<file path="config.mk">
export PLATFORM = sky130hd
export DESIGN_NAME = write_back_stage
export DESIGN_NICKNAME = d
export VERILOG_FILES = /design/src/rtl/write_back_stage_pkg.sv /design/src/rtl/write_back_stage_train_fifo.sv /design/src/rtl/write_back_stage.sv
export SDC_FILE = /design/constraint.sdc
export NUM_CORES = 1
export LEC_CHECK = 0
export CAP_MARGIN = 0
export CORE_AREA = 2 2 290 292
export CTS_CLUSTER_SIZE = 25
export DETAILED_ROUTE_END_ITERATION = 8
export DIE_AREA = 0 0 292 294
export PLACE_DENSITY = 0.56
export SLEW_MARGIN = 25
export SYNTH_ARGS = -nofsm -noshare
export SYNTH_HDL_FRONTEND = slang
export SYNTH_SLANG_ARGS = --single-unit
export TNS_END_PERCENT = 100
</file>
<file path="constraint.sdc">
create_clock -name clk_i -period 29.3 [get_ports clk_i]
set_clock_uncertainty 0.05 [all_clocks]
set_input_delay 7.325 -clock clk_i [delete_from_list [all_inputs] [get_ports clk_i]]
set_output_delay 7.325 -clock clk_i [all_outputs]
set_load 0.005 [all_outputs]
</file>
<file path="src/rtl/write_back_stage_pkg.sv">
// Shared widths and the branch-predictor training record carried through the
// write-back training FIFO.
package write_back_stage_pkg;

  localparam int WB_XLEN          = 32;
  localparam int WB_PC_WIDTH      = 32;
  localparam int WB_INSTR_WIDTH   = 32;
  localparam int WB_HISTORY_WIDTH = 8;

  typedef struct packed {
    logic [WB_PC_WIDTH-1:0]      pc;
    logic [WB_HISTORY_WIDTH-1:0] history;
    logic                        taken;
    logic                        predict;
    logic                        global_predict;
    logic                        local_predict;
    logic                        global_taken;
    logic                        local_taken;
    logic                        hit;
    logic                        jal;
  } train_rec_t;

  localparam int TRAIN_REC_W = WB_PC_WIDTH + WB_HISTORY_WIDTH + 8;

endpackage

</file>
<file path="src/rtl/write_back_stage_train_fifo.sv">
// Synchronous FIFO over packed training records; pointers wrap naturally
// because the depth is a power of two.
module wb_train_fifo #(
  parameter int WIDTH = 48,
  parameter int DEPTH = 4,
  localparam int AW = $clog2(DEPTH),
  localparam int CW = AW + 1
) (
  input  logic             clk_i,
  input  logic             rst,
  input  logic             push_i,
  input  logic [WIDTH-1:0] data_i,
  input  logic             pop_i,
  output logic [WIDTH-1:0] data_o,
  output logic [CW-1:0]    count_o,
  output logic             empty_o
);

  logic [WIDTH-1:0] mem_q [DEPTH];
  logic [AW-1:0]    wr_ptr_q, rd_ptr_q;
  logic [CW-1:0]    count_q;
  logic             push_ok, pop_ok;

  assign push_ok = push_i && (count_q != CW'(DEPTH));
  assign pop_ok  = pop_i && (count_q != '0);

  always_ff @(posedge clk_i or posedge rst) begin
    if (rst) begin
      wr_ptr_q <= '0;
      rd_ptr_q <= '0;
      count_q  <= '0;
    end else begin
      if (push_ok) wr_ptr_q <= wr_ptr_q + AW'(1);
      if (pop_ok)  rd_ptr_q <= rd_ptr_q + AW'(1);
      case ({push_ok, pop_ok})
        2'b10:   count_q <= count_q + CW'(1);
        2'b01:   count_q <= count_q - CW'(1);
        default: count_q <= count_q;
      endcase
    end
  end

  // Storage needs no reset; the head is only meaningful when not empty.
  always_ff @(posedge clk_i) begin
    if (push_ok) mem_q[wr_ptr_q] <= data_i;
  end

  assign data_o  = mem_q[rd_ptr_q];
  assign count_o = count_q;
  assign empty_o = (count_q == '0);

endmodule

</file>
<file path="src/rtl/write_back_stage.sv">
// Final pipeline stage: register-file write, retire accounting, commit trace
// and a buffered branch-predictor training port that back-pressures the pipe.
module write_back_stage
  import write_back_stage_pkg::*;
#(
  parameter int XLEN        = WB_XLEN,
  parameter int PC_WIDTH    = WB_PC_WIDTH,
  parameter int INSTR_WIDTH = WB_INSTR_WIDTH,
  parameter int HIST_W      = WB_HISTORY_WIDTH,
  parameter int TQ_DEPTH    = 4,
  parameter int CNT_W       = 64
) (
  input  logic                   clk_i,
  input  logic                   rst,
  input  logic                   memory_vaild_i,
  input  logic                   MD_sel_reg_i,
  input  logic [XLEN-1:0]        MD_valM_i,
  input  logic [XLEN-1:0]        MD_valE_i,
  input  logic                   MD_need_dstE_i,
  input  logic [4:0]             MD_dstE_i,
  input  logic [PC_WIDTH-1:0]    MD_PC_i,
  input  logic [PC_WIDTH-1:0]    MD_nPC_i,
  input  logic                   MD_commit_i,
  input  logic [INSTR_WIDTH-1:0] MD_instr_i,
  input  logic                   MD_train_vaild_i,
  input  logic                   MD_train_taken_i,
  input  logic                   MD_train_predict_i,
  input  logic [HIST_W-1:0]      MD_train_global_history_i,
  input  logic                   MD_train_global_predict_i,
  input  logic                   MD_train_local_predict_i,
  input  logic                   MD_train_global_taken_i,
  input  logic                   MD_train_local_taken_i,
  input  logic                   MD_success_hit_i,
  input  logic                   MD_jal_i,
  output logic                   write_back_allow_in_o,
  output logic                   W_we_o,
  output logic [4:0]             W_dst_o,
  output logic [XLEN-1:0]        W_val_o,
  output logic                   tr_valid_o,
  input  logic                   tr_ready_i,
  output logic [PC_WIDTH-1:0]    tr_pc_o,
  output logic [HIST_W-1:0]      tr_history_o,
  output logic                   tr_taken_o,
  output logic                   tr_predict_o,
  output logic                   tr_global_predict_o,
  output logic                   tr_local_predict_o,
  output logic                   tr_global_taken_o,
  output logic                   tr_local_taken_o,
  output logic                   tr_hit_o,
  output logic                   tr_jal_o,
  output logic [CNT_W-1:0]       instret_o,
  output logic [CNT_W-1:0]       br_cnt_o,
  output logic [CNT_W-1:0]       mispred_cnt_o,
  output logic                   cmt_valid_o,
  output logic [PC_WIDTH-1:0]    cmt_pc_o,
  output logic [PC_WIDTH-1:0]    cmt_npc_o,
  output logic [INSTR_WIDTH-1:0] cmt_instr_o
);

  localparam int CW = $clog2(TQ_DEPTH) + 1;

  logic             retire, push, pop, tq_empty;
  logic [CW-1:0]    tq_count;
  train_rec_t       rec_in, rec_out;

  logic [CNT_W-1:0]       instret_q, br_cnt_q, mispred_cnt_q;
  logic                   cmt_valid_q;
  logic [PC_WIDTH-1:0]    cmt_pc_q, cmt_npc_q;
  logic [INSTR_WIDTH-1:0] cmt_instr_q;

  // allow_in depends on occupancy only, so a same-cycle pop never reopens a full queue.
  assign write_back_allow_in_o = (tq_count != CW'(TQ_DEPTH));
  assign retire = memory_vaild_i && MD_commit_i && write_back_allow_in_o;
  assign push   = retire && MD_train_vaild_i;
  assign pop    = tr_valid_o && tr_ready_i;

  assign W_we_o  = retire && MD_need_dstE_i && (MD_dstE_i != 5'd0);
  assign W_dst_o = MD_dstE_i;
  assign W_val_o = MD_sel_reg_i ? MD_valM_i : MD_valE_i;

  assign rec_in = '{
    pc:             MD_PC_i,
    history:        MD_train_global_history_i,
    taken:          MD_train_taken_i,
    predict:        MD_train_predict_i,
    global_predict: MD_train_global_predict_i,
    local_predict:  MD_train_local_predict_i,
    global_taken:   MD_train_global_taken_i,
    local_taken:    MD_train_local_taken_i,
    hit:            MD_success_hit_i,
    jal:            MD_jal_i
  };

  wb_train_fifo #(
    .WIDTH (TRAIN_REC_W),
    .DEPTH (TQ_DEPTH)
  ) u_train_fifo (
    .clk_i   (clk_i),
    .rst     (rst),
    .push_i  (push),
    .data_i  (rec_in),
    .pop_i   (pop),
    .data_o  (rec_out),
    .count_o (tq_count),
    .empty_o (tq_empty)
  );

  assign tr_valid_o          = !tq_empty;
  assign tr_pc_o             = rec_out.pc;
  assign tr_history_o        = rec_out.history;
  assign tr_taken_o          = rec_out.taken;
  assign tr_predict_o        = rec_out.predict;
  assign tr_global_predict_o = rec_out.global_predict;
  assign tr_local_predict_o  = rec_out.local_predict;
  assign tr_global_taken_o   = rec_out.global_taken;
  assign tr_local_taken_o    = rec_out.local_taken;
  assign tr_hit_o            = rec_out.hit;
  assign tr_jal_o            = rec_out.jal;

  always_ff @(posedge clk_i or posedge rst) begin
    if (rst) begin
      instret_q     <= '0;
      br_cnt_q      <= '0;
      mispred_cnt_q <= '0;
      cmt_valid_q   <= 1'b0;
      cmt_pc_q      <= '0;
      cmt_npc_q     <= '0;
      cmt_instr_q   <= '0;
    end else begin
      cmt_valid_q <= retire;
      if (retire) begin
        instret_q   <= instret_q + CNT_W'(1);
        cmt_pc_q    <= MD_PC_i;
        cmt_npc_q   <= MD_nPC_i;
        cmt_instr_q <= MD_instr_i;
      end
      if (push) begin
        br_cnt_q <= br_cnt_q + CNT_W'(1);
        if (MD_train_predict_i != MD_train_taken_i)
          mispred_cnt_q <= mispred_cnt_q + CNT_W'(1);
      end
    end
  end

  assign instret_o     = instret_q;
  assign br_cnt_o      = br_cnt_q;
  assign mispred_cnt_o = mispred_cnt_q;
  assign cmt_valid_o   = cmt_valid_q;
  assign cmt_pc_o      = cmt_pc_q;
  assign cmt_npc_o     = cmt_npc_q;
  assign cmt_instr_o   = cmt_instr_q;

endmodule

</file>
==> results.toml <==
[timing]
finalSetupTns_ns = 0
fin_ws_ns = 12.39
setup-violations-final = 0
fin_crit_sh_pct = 57.7
final-hold-violation-count = 0
tightestPinTransition_ns = 0.903
drv_slew = 0
fmax_mhz = 59.1
fin_crit_ns = 16.91
whs_ns = 0.411
rsz0062_at_grt = "false"
slew_headroom_pct = 39.6

[die]
core_mm2 = 0.0829
pin_count = 566
die_width_um = 292
start_util_pct = 24.7
die-area_mm2 = 0.0858
fp.dieH_um = 294
row_count = 106

[worst_setup_path]
r2r_end = "cmt_pc_o[25]"
crit_start = "memory_vaild_i"
required_ns = 21.93
cp-endpoint = "W_we_o"
worstSetupEndpointType = "output port"
r2r-start = "u_train_fifo.count_o[2]"
critPathLaunchType = "input pin"
cp_max_fo = 23
worstSetupPathType = "in -> out"
cp.arrival_ns = 9.53
r2r_cells = 6
r2r_setup_slack_ns = 25.84

[synth]
synth-async-reset-ratio_pct = 60.7
synthTopCellsByArea = "dfrtp_1, edfxtp_1, mux2_2"
synth.top_cells.by_count = "dfrtp_1, edfxtp_1, mux2_2"
synth_top_area_share_pct = 36.2
synth_flop_cell = "dfrtp_1"
yosysSeqAreaShare_pct = 64.4
yosysUniqueCellTypes = 45
syn_nets = 1589
synth.cell_area_mm2 = 0.0205
synth_seq_cells = 488
synth_warnings = 0
synth_cells = 1391
synth_most_common_cell = "dfrtp_1"
synth-edff-count = 192
yosys.area.top_type = "dfrtp_1"
avgSynthCellArea_um2 = 14.7

[placement]
hpwl_um = 41500
place_ws_ns = 12.29
placed_area_mm2 = 0.0274
place_congestion = 0.818
dp.cells = 3008
io_buffers = 565

[cts]
holdBufCountCts = 0
cts_tree = "built"
postCtsSetupBuffers = 0
clkTransAtPathRegs_ns = 0.05
cts.sinks = 488
clk_latency_ns = 0.63
cts_resized = 0
cts_buffers = 57
cts_max_path_buffers = 3
cts_root_buffer = "clkbuf_16"
h-tree-depth = 2

[detailed_routing]
ant_nets = 0
drtIter0Drc = 715
wl_per_cell_um = 19.1
vias = 13800
finalWirelength_um = 59600
avgViaCountPerCell = 4.42
drc = 0
first_pass_iters = 5

[finish]
area_growth_pct = 43.1
final_util_pct = 35.3
design_area_mm2 = 0.0293
stdcell_count = 3117
finalNetCount = 2185
drive_above_1_share_pct = 16.2

[min_path]
hold_path_class = "reg -> reg"

[power]
leakage_nw = 11.4
swShare_pct = 26.2
p_comb_share_pct = 24.1
power.total_mw = 2.03
ir_drop_mv = 0.0437
power_density_mw_per_mm2 = 69.4
clkPwrFrac_pct = 34.7
power_frac_seq_pct = 41.2
p_int_mw = 1.50
p_switching_uw = 533

[global_route]
antenna_found_initial = 0
grt_pass1_vias = 14700
grt_max_degree = 115
grt_overflow = 0
grt_usage_pct = 13.4
grt_pass1_wl_um = 90300

[status]
status = "finished, final reports clean"

[run]
drv_cap = 0
[power groups by stage]
| stage | Combinational (mW) | Sequential [mW] | Clock (mW) |
|---|---|---|---|
| floorplan | 0.202 | 0.846 | 0 |
| global placement | 0.495 | 0.845 | 0 |
| detailed placement | 0.501 | 0.849 | 0 |
| CTS | 0.504 | 0.838 | 0.735 |
| global route | 0.527 | 0.847 | 0.759 |
| finish | 0.489 | 0.837 | 0.705 |
[final cells by class]
class | instances | area [um2]
fillers | 8043 | 53600
flip-flops and latches | 488 | 13200
diodes | 1 | 2.50
clock buffers | 87 | 1630
multi-input cells | 834 | 7000
clock inverters | 21 | 248
inverters | 27 | 109
repair buffers | 579 | 5760
well taps | 1080 | 1350
[routing by layer]
| metal | global-route usage, % | vias to the layer above | wire (um) |
|---|---|---|---|
| li1 | - | 6299 | - |
| met1 | 16.4 | 7012 | 24400 |
| met2 | 23.3 | 391 | 30100 |
| met3 | 3.57 | 88 | 3670 |
| met4 | 3.73 | 0 | 1410 |
| met5 | 0 | - | 0 |
[state kept, by name, indices dropped and copies added, names as in the netlist, 2 cells and up]
name,cells
br_cnt_o,64
cmt_instr_o,32
cmt_npc_o,32
cmt_pc_o,32
instret_o,64
mispred_cnt_o,64
u_train_fifo.count_o,3
u_train_fifo.mem_q,192
u_train_fifo.rd_ptr_q,2
u_train_fifo.wr_ptr_q,2
[critical path, stage by stage]
cell             delay [ns]
clkdlybuf4s50_1        0.51
nand2_1                0.18
nor2_4                 0.71
o311a_1                0.30
clkdlybuf4s50_1        0.51
[how the worst min path moves through the flow]
stage                                         from                        to  slack, ns  cells after the start
after floorplan            u_train_fifo.count_o[2]   u_train_fifo.count_o[2]       0.40                      1
after global placement    u_train_fifo.rd_ptr_q[1]  u_train_fifo.rd_ptr_q[1]       0.40                      1
after detailed placement             instret_o[63]             instret_o[63]       0.41                      1
after CTS                        mispred_cnt_o[63]         mispred_cnt_o[63]       0.42                      1
after global routing                 instret_o[63]             instret_o[63]       0.43                      1
final                            mispred_cnt_o[63]         mispred_cnt_o[63]       0.41                      1
[cell usage in the layout, fill, tap and decap left out, types with 22 or more instances in the layout]
cell type / instances
clkbuf_1: 22
clkbuf_16: 58
clkdlybuf4s50_1: 564
dfrtp_1: 294
edfxtp_1: 192
inv_1: 26
mux2_2: 132
mux4_2: 48
nand2_1: 75
nand3_1: 76
nand4_1: 62
nor2_1: 65
nor3_1: 62
xnor2_1: 92
xor2_1: 104
[cells by family after synthesis]
group / after synthesis / share of synthesized area (%)
DFF: 488 / 64.4
and+or+nand+nor: 447 / 12.5
xor gates and xnor gates: 196 / 8.39
muxes: 181 / 12.6
buffers and inverters: 69 / 1.49
adders and majority gates: 9 / 0.587
AOI/OAI and AO/OA: 1 / 0.0489
No activity file was read; power rests on OpenSTA's default activity.
==> edit 1, RTL diff (same flow settings) <==
`WB_XLEN`: 32 -> 28.
--- a/src/rtl/write_back_stage_pkg.sv
+++ b/src/rtl/write_back_stage_pkg.sv
@@ -2,7 +2,7 @@
 // write-back training FIFO.
 package write_back_stage_pkg;
 
-  localparam int WB_XLEN          = 32;
+  localparam int WB_XLEN          = 28;
   localparam int WB_PC_WIDTH      = 32;
   localparam int WB_INSTR_WIDTH   = 32;
   localparam int WB_HISTORY_WIDTH = 8;
Ports: changed (resized MD_valE_i, MD_valM_i and W_val_o); port bits go from 566 to 554. No check against the original RTL was run, so the function may have changed too.
==> edit 1 against the original RTL <==
Clock power grew 1%; sequential cell count unchanged; area after synthesis increased by 1.2%; hold slack better by 3.5 ps; critical endpoint unchanged; global-route usage increased by 0.80 points; maximum frequency grew 2.0%; setup slack better by 340 ps; design area grew 0.22%; routed wire length rose by 4.7%; core utilization is 0.077 points higher; power is 2.3% higher; largest power group unchanged; synthesized cell count fell by 0.58%.
==> edit 1: results (changes against the original RTL) <==
stage	metric	value	unit	change
run_status	status	finished clean		
final_layout	fillers	7919		-1.5%
drt	DR WL/cell	20.2	um	+5.5%
critical_path	Reg2Reg Setup Slack	26280	ps	+440 ps
critical_path	CP peak stage delay	600	ps	-110 ps
logic_synthesis	area fraction in compound gates after synthesis	0.000725		+0.000236
drt	1st-iter DRT viols	677		-5.3%
sta	Final setup viols	0		unchanged
logic_synthesis	count of cell types in the netlist	46		+2.2%
critical_path	reg2reg path depth	5		-1
drt	Max Used Layer	met5		
logic_synthesis	Post-Synth Adder-Cell Area	0.00580		-0.0000699
critical_path	critical path arrival	9190	ps	-340 ps
critical_path	RR Endpoint	cmt_instr_o[8]		
logic_synthesis	ranking of synthesized cells by area	dfrtp_1, edfxtp_1, mux2_4, mux4_2, xnor2_1		
clock_network	Setup Fix Bufs, Post-CTS	0		unchanged
global_route	grt met2 use	0.242		+0.00883
clock_network	worst skew pair latency	610	ps	-20 ps
global_route	M3 GR Usage	0.0345		-0.00121
final_layout	layout cell share with drive strength beyond 1	0.153		-0.00843
drt	M1 WL	26.8	mm	+9.8%
logic_synthesis	post-synthesis mux area share	0.136		+0.0103
clock_network	post-CTS sizing	0		unchanged
logic_synthesis	top_reg_cell synth	dfrtp_1		
place	Final GP Congestion	0.946		+16%
place	Port Buffer Count	553		-2.1%
power_and_ir_drop	Power Internal	1530	uW	+2.1%
power_and_ir_drop	LEAKAGE	0.0115	uW	+1.3%
logic_synthesis	Ys Warns	0		unchanged
global_route	global-route wire length before repair	94.4	mm	+4.5%
min_path	sink of the worst hold path	instret_o[63]		
logic_synthesis	register area share after synthesis	0.636		-0.00767
global_route	vias in the first global route	14700		-0.12%
min_path	HP Start	instret_o[63]		
drt	DR vias	13900		+0.67%
min_path	worst hold path depth	1		unchanged
logic_synthesis	Post-Syn Nets	1573		-1.0%
critical_path	slowest stage cell on the critical path	clkdlybuf4s50_1		
min_path	Tightest Hold Check Type	reg2reg		
drt	met3 wire length	3.39	mm	-7.6%
global_route	GR Util met1	0.181		+0.0167
global_route	largest net degree at the start of global routing	109		-5.2%
sta	Least-Margin Pin Slew	984	ps	+80.6 ps
final_layout	max reg flops	192		unchanged
logic_synthesis	synth cell count leaders	dfrtp_1, edfxtp_1, xnor2_1		
global_route	initial antenna violation count	3		+3
clock_network	H-tree levels	2		unchanged
critical_path	Crit Reg-Reg Startpoint	u_train_fifo.count_o[0]		
sta	hold slack	414	ps	+3.50 ps
global_route	GRT Util Overall	0.142		+0.00804
final_layout	Nets	2155		-1.4%
critical_path	worst-path maximum fanout	24		+4.3%
drt	DR WL met2	30.7	mm	+2.0%
power_and_ir_drop	Max VDD drop	0.0000409	V	-6.3%
place	dpl hpwl	43.8	mm	+5.5%
logic_synthesis	XOR/XNOR Fraction of Synth Area	0.0829		-0.000999
-- edit 1: power groups by stage --
stage / logic, uW / clock network (uW) / registers [uW]
after global routing: 556 / 765 / 854
after floorplan: 231 / 0 / 846
after detailed placement: 531 / 0 / 857
after CTS: 534 / 739 / 846
after global placement: 526 / 0 / 853
final: 520 / 712 / 845
-- edit 1: worst reg2reg max path, stage by stage (launching register included) --
cell     delay, ps
dfrtp_1        430
nor3b_4        740
inv_2          300
and3_4         410
buf_4          420
mux2_4         550
-- edit 1: worst max path at each step --
stage | cells past startpoint | end | start
floorplan | 3 | W_val_o[10] | MD_sel_reg_i
global placement | 3 | W_val_o[17] | MD_sel_reg_i
detailed placement | 4 | W_we_o | MD_commit_i
CTS | 4 | W_we_o | MD_commit_i
global route | 4 | W_we_o | MD_commit_i
finish | 4 | W_we_o | MD_commit_i
-- edit 1: cells by family after synthesis --
group / Yosys count
adders and majority gates: 9
DFF: 488
and+or+nand+nor: 453
AOI/OAI and AO/OA: 2
muxes: 176
xor gates and xnor gates: 196
buffers and inverters: 59
-- edit 1: stage by stage --
stage / std cells / total power, uW / cell area (um^2) / setup slack (ps)
4_1_cts: 3091 / 2120 / 29300 / 12720
3_5_place_dp: 2986 / 1390 / 27400 / 12720
3_3_place_gp: 2986 / 1380 / 27400 / 12380
5_1_grt: 3092 / 2180 / 29300 / 12660
6_report: 3094 / 2080 / 29300 / 12730
2_1_floorplan: 1383 / 1080 / 20700 / 13540
-- edit 1: cell type report --
class                      count  area [um^2]  area share
clock inverter                22          256     0.00874
antenna                        3         7.51    0.000256
sequential                   488        13200       0.449
multi-input combinational    836         7210       0.246
timing repair buffer         564         5610       0.191
clock buffer                  83         1640      0.0560
tap                         1080         1350      0.0461
inverter                      18         75.1     0.00256
==> edit 2, RTL diff (config.mk and constraints unchanged) <==
Without the edit above. Reset style: synchronous (`rst`), changed in 2 clocked blocks.
--- a/src/rtl/write_back_stage_train_fifo.sv
+++ b/src/rtl/write_back_stage_train_fifo.sv
@@ -24,7 +24,7 @@
   assign push_ok = push_i && (count_q != CW'(DEPTH));
   assign pop_ok  = pop_i && (count_q != '0);
 
-  always_ff @(posedge clk_i or posedge rst) begin
+  always_ff @(posedge clk_i) begin
     if (rst) begin
       wr_ptr_q <= '0;
       rd_ptr_q <= '0;
--- a/src/rtl/write_back_stage.sv
+++ b/src/rtl/write_back_stage.sv
@@ -117,7 +117,7 @@
   assign tr_hit_o            = rec_out.hit;
   assign tr_jal_o            = rec_out.jal;
 
-  always_ff @(posedge clk_i or posedge rst) begin
+  always_ff @(posedge clk_i) begin
     if (rst) begin
       instret_q     <= '0;
       br_cnt_q      <= '0;
Function: differs if rst is asserted again (counterexample within 4 cycles, from zero or initial values and one cycle with rst high); with rst held inactive, the same outputs for 4 cycles.
==> edit 2 against the original RTL <==
Setup slack better by 350 ps; count of clock-buffer cells in the layout down 3; design area grew 1.0%; critical endpoint unchanged; area after synthesis increased by 1.3%; global-route usage up 2.2 points; sequential cell count grew 2; routed wire length increased by 18%.
Power is not compared: it rests on default switching activity, and its combinational part moved more than twofold at a synthesized area within 25%.
==> edit 2: results (changes against the original RTL) <==
stage	metric	value	unit	change
drt	M1 WL	28.8	mm	+18%
global_route	global-route wire length before repair	106	mm	+17%
logic_synthesis	area fraction in compound gates after synthesis	0.0757		+0.0752
critical_path	Reg2Reg Setup Slack	26000	ps	+160 ps
global_route	M3 GR Usage	0.0407		+0.00498
global_route	largest net degree at the start of global routing	131		+14%
run_status	status	finished clean		
power_and_ir_drop	Max VDD drop	0.0000412	V	
global_route	initial antenna violation count	2		+2
min_path	sink of the worst hold path	cmt_npc_o[12]		
place	dpl hpwl	49.2	mm	+18%
min_path	worst hold path depth	2		+1
global_route	GRT Util Overall	0.157		+0.0221
global_route	grt met2 use	0.265		+0.0318
place	Port Buffer Count	565		unchanged
place	pre-CTS setup slack	12690	ps	+402 ps
sta	Slew headroom	0.357		-0.0393
global_route	vias in the first global route	17400		+19%
final_layout	Top reg by flops	u_train_fifo.mem_q		
clock_network	worst skew pair latency	620	ps	
logic_synthesis	post-synthesis mux area share	0.0711		-0.0549
drt	DR WL met2	33.9	mm	+13%
clock_network	H-tree levels	2		unchanged
logic_synthesis	Ys Warns	0		unchanged
logic_synthesis	register area share after synthesis	0.566		-0.0779
logic_synthesis	synth cell count leaders	dfxtp_1, nand2_1, edfxtp_1		
drt	met3 wire length	4.81	mm	+31%
critical_path	worst-path maximum fanout	30		+30%
global_route	GR Util met1	0.190		+0.0256
clock_network	post-CTS sizing	0		unchanged
final_layout	layout cell share with drive strength beyond 1	0.0926		-0.0690
logic_synthesis	XOR/XNOR Fraction of Synth Area	0.0423		-0.0417
critical_path	RR Endpoint	mispred_cnt_o[56]		
clock_network	CTS Buf Count	58		+1.8%
logic_synthesis	Post-Synth Adder-Cell Area	0.00579		-0.0000765
logic_synthesis	count of cell types in the netlist	57		+27%
critical_path	Crit Reg-Reg Startpoint	u_train_fifo.count_o[0]		
clock_network	clock buffer depth	3		unchanged
logic_synthesis	ranking of synthesized cells by area	dfxtp_1, edfxtp_1, mux4_2, nand2_1, a21oi_1		
min_path	HP Start	cmt_npc_o[12]		
logic_synthesis	Post-synth EDFFs	192		unchanged
logic_synthesis	FFs w/ async S/R, synth	0		-0.607
critical_path	critical path arrival	9180	ps	-350 ps
logic_synthesis	Post-Syn Nets	2144		+35%
drt	1st-iter DRT viols	1089		+52%
place	Final GP Congestion	0.843		+3.0%
drt	vias per inst	4.79		+8.4%
final_layout	Nets	2686		+23%
drt	Max Used Layer	met5		
drt	final wirelength	70.1	mm	+18%
edit 2: cell types whose count changed after synthesis, sizes merged, moves of 48 or more:
cell    change
dfxtp     +298
dfrtp     -296
nand2     +198
a21oi     +191
mux2       -98
nor2       +66
clkbuf     +53
o21ai      +50
xnor2      -48
xor2       -48
edit 2: cell families (layout without fill, tap and decap cells):
logic type	Yosys count	in the layout
compound gates	287	287
mux	83	83
simple gates	845	845
fa+ha+maj	9	9
other cells	0	2
buf+inv	132	723
flops	490	490
xor+xnor	100	100
edit 2: worst max path at each step:
stage | from | end | slack [ps] | cells after the start
2_1_floorplan | MD_sel_reg_i | W_val_o[10] | 13710 | 3
5_1_grt | MD_commit_i | W_we_o | 12630 | 4
3_5_place_dp | MD_commit_i | W_we_o | 12690 | 4
4_1_cts | MD_commit_i | W_we_o | 12690 | 4
6_report | MD_commit_i | W_we_o | 12740 | 4
3_3_place_gp | MD_sel_reg_i | W_val_o[12] | 12450 | 3
edit 2: per-stage QoR:
step                hold WS (ps)  instance area, um^2  instances
floorplan                    403                20700       1946
global placement             391                27500       3506
detailed placement           396                27500       3506
CTS                          404                29500       3615
global route                 420                29600       3618
finish                       402                29600       3619
edit 2: where the power goes:
| group | total (uW) | internal (uW) | switching, uW |
|---|---|---|---|
| Combinational | 204 | 116 | 87.2 |
| Clock | 766 | 464 | 302 |
| Sequential | 732 | 722 | 10.2 |
edit 2: area by class of cell:
type | count | area, um^2
clock buffers | 84 | 1690
fillers | 8139 | 53300
flip-flops and latches | 490 | 11700
well taps | 1080 | 1350
multi-input cells | 1324 | 8490
repair buffers | 582 | 5810
clock inverters | 25 | 367
diodes | 2 | 5.00
inverters | 32 | 120
edit 2: worst max-delay path: stages:
cell,delay (ps)
clkdlybuf4s50_1,640
nand3_4,450
nor2_1,230
clkdlybuf4s50_1,520
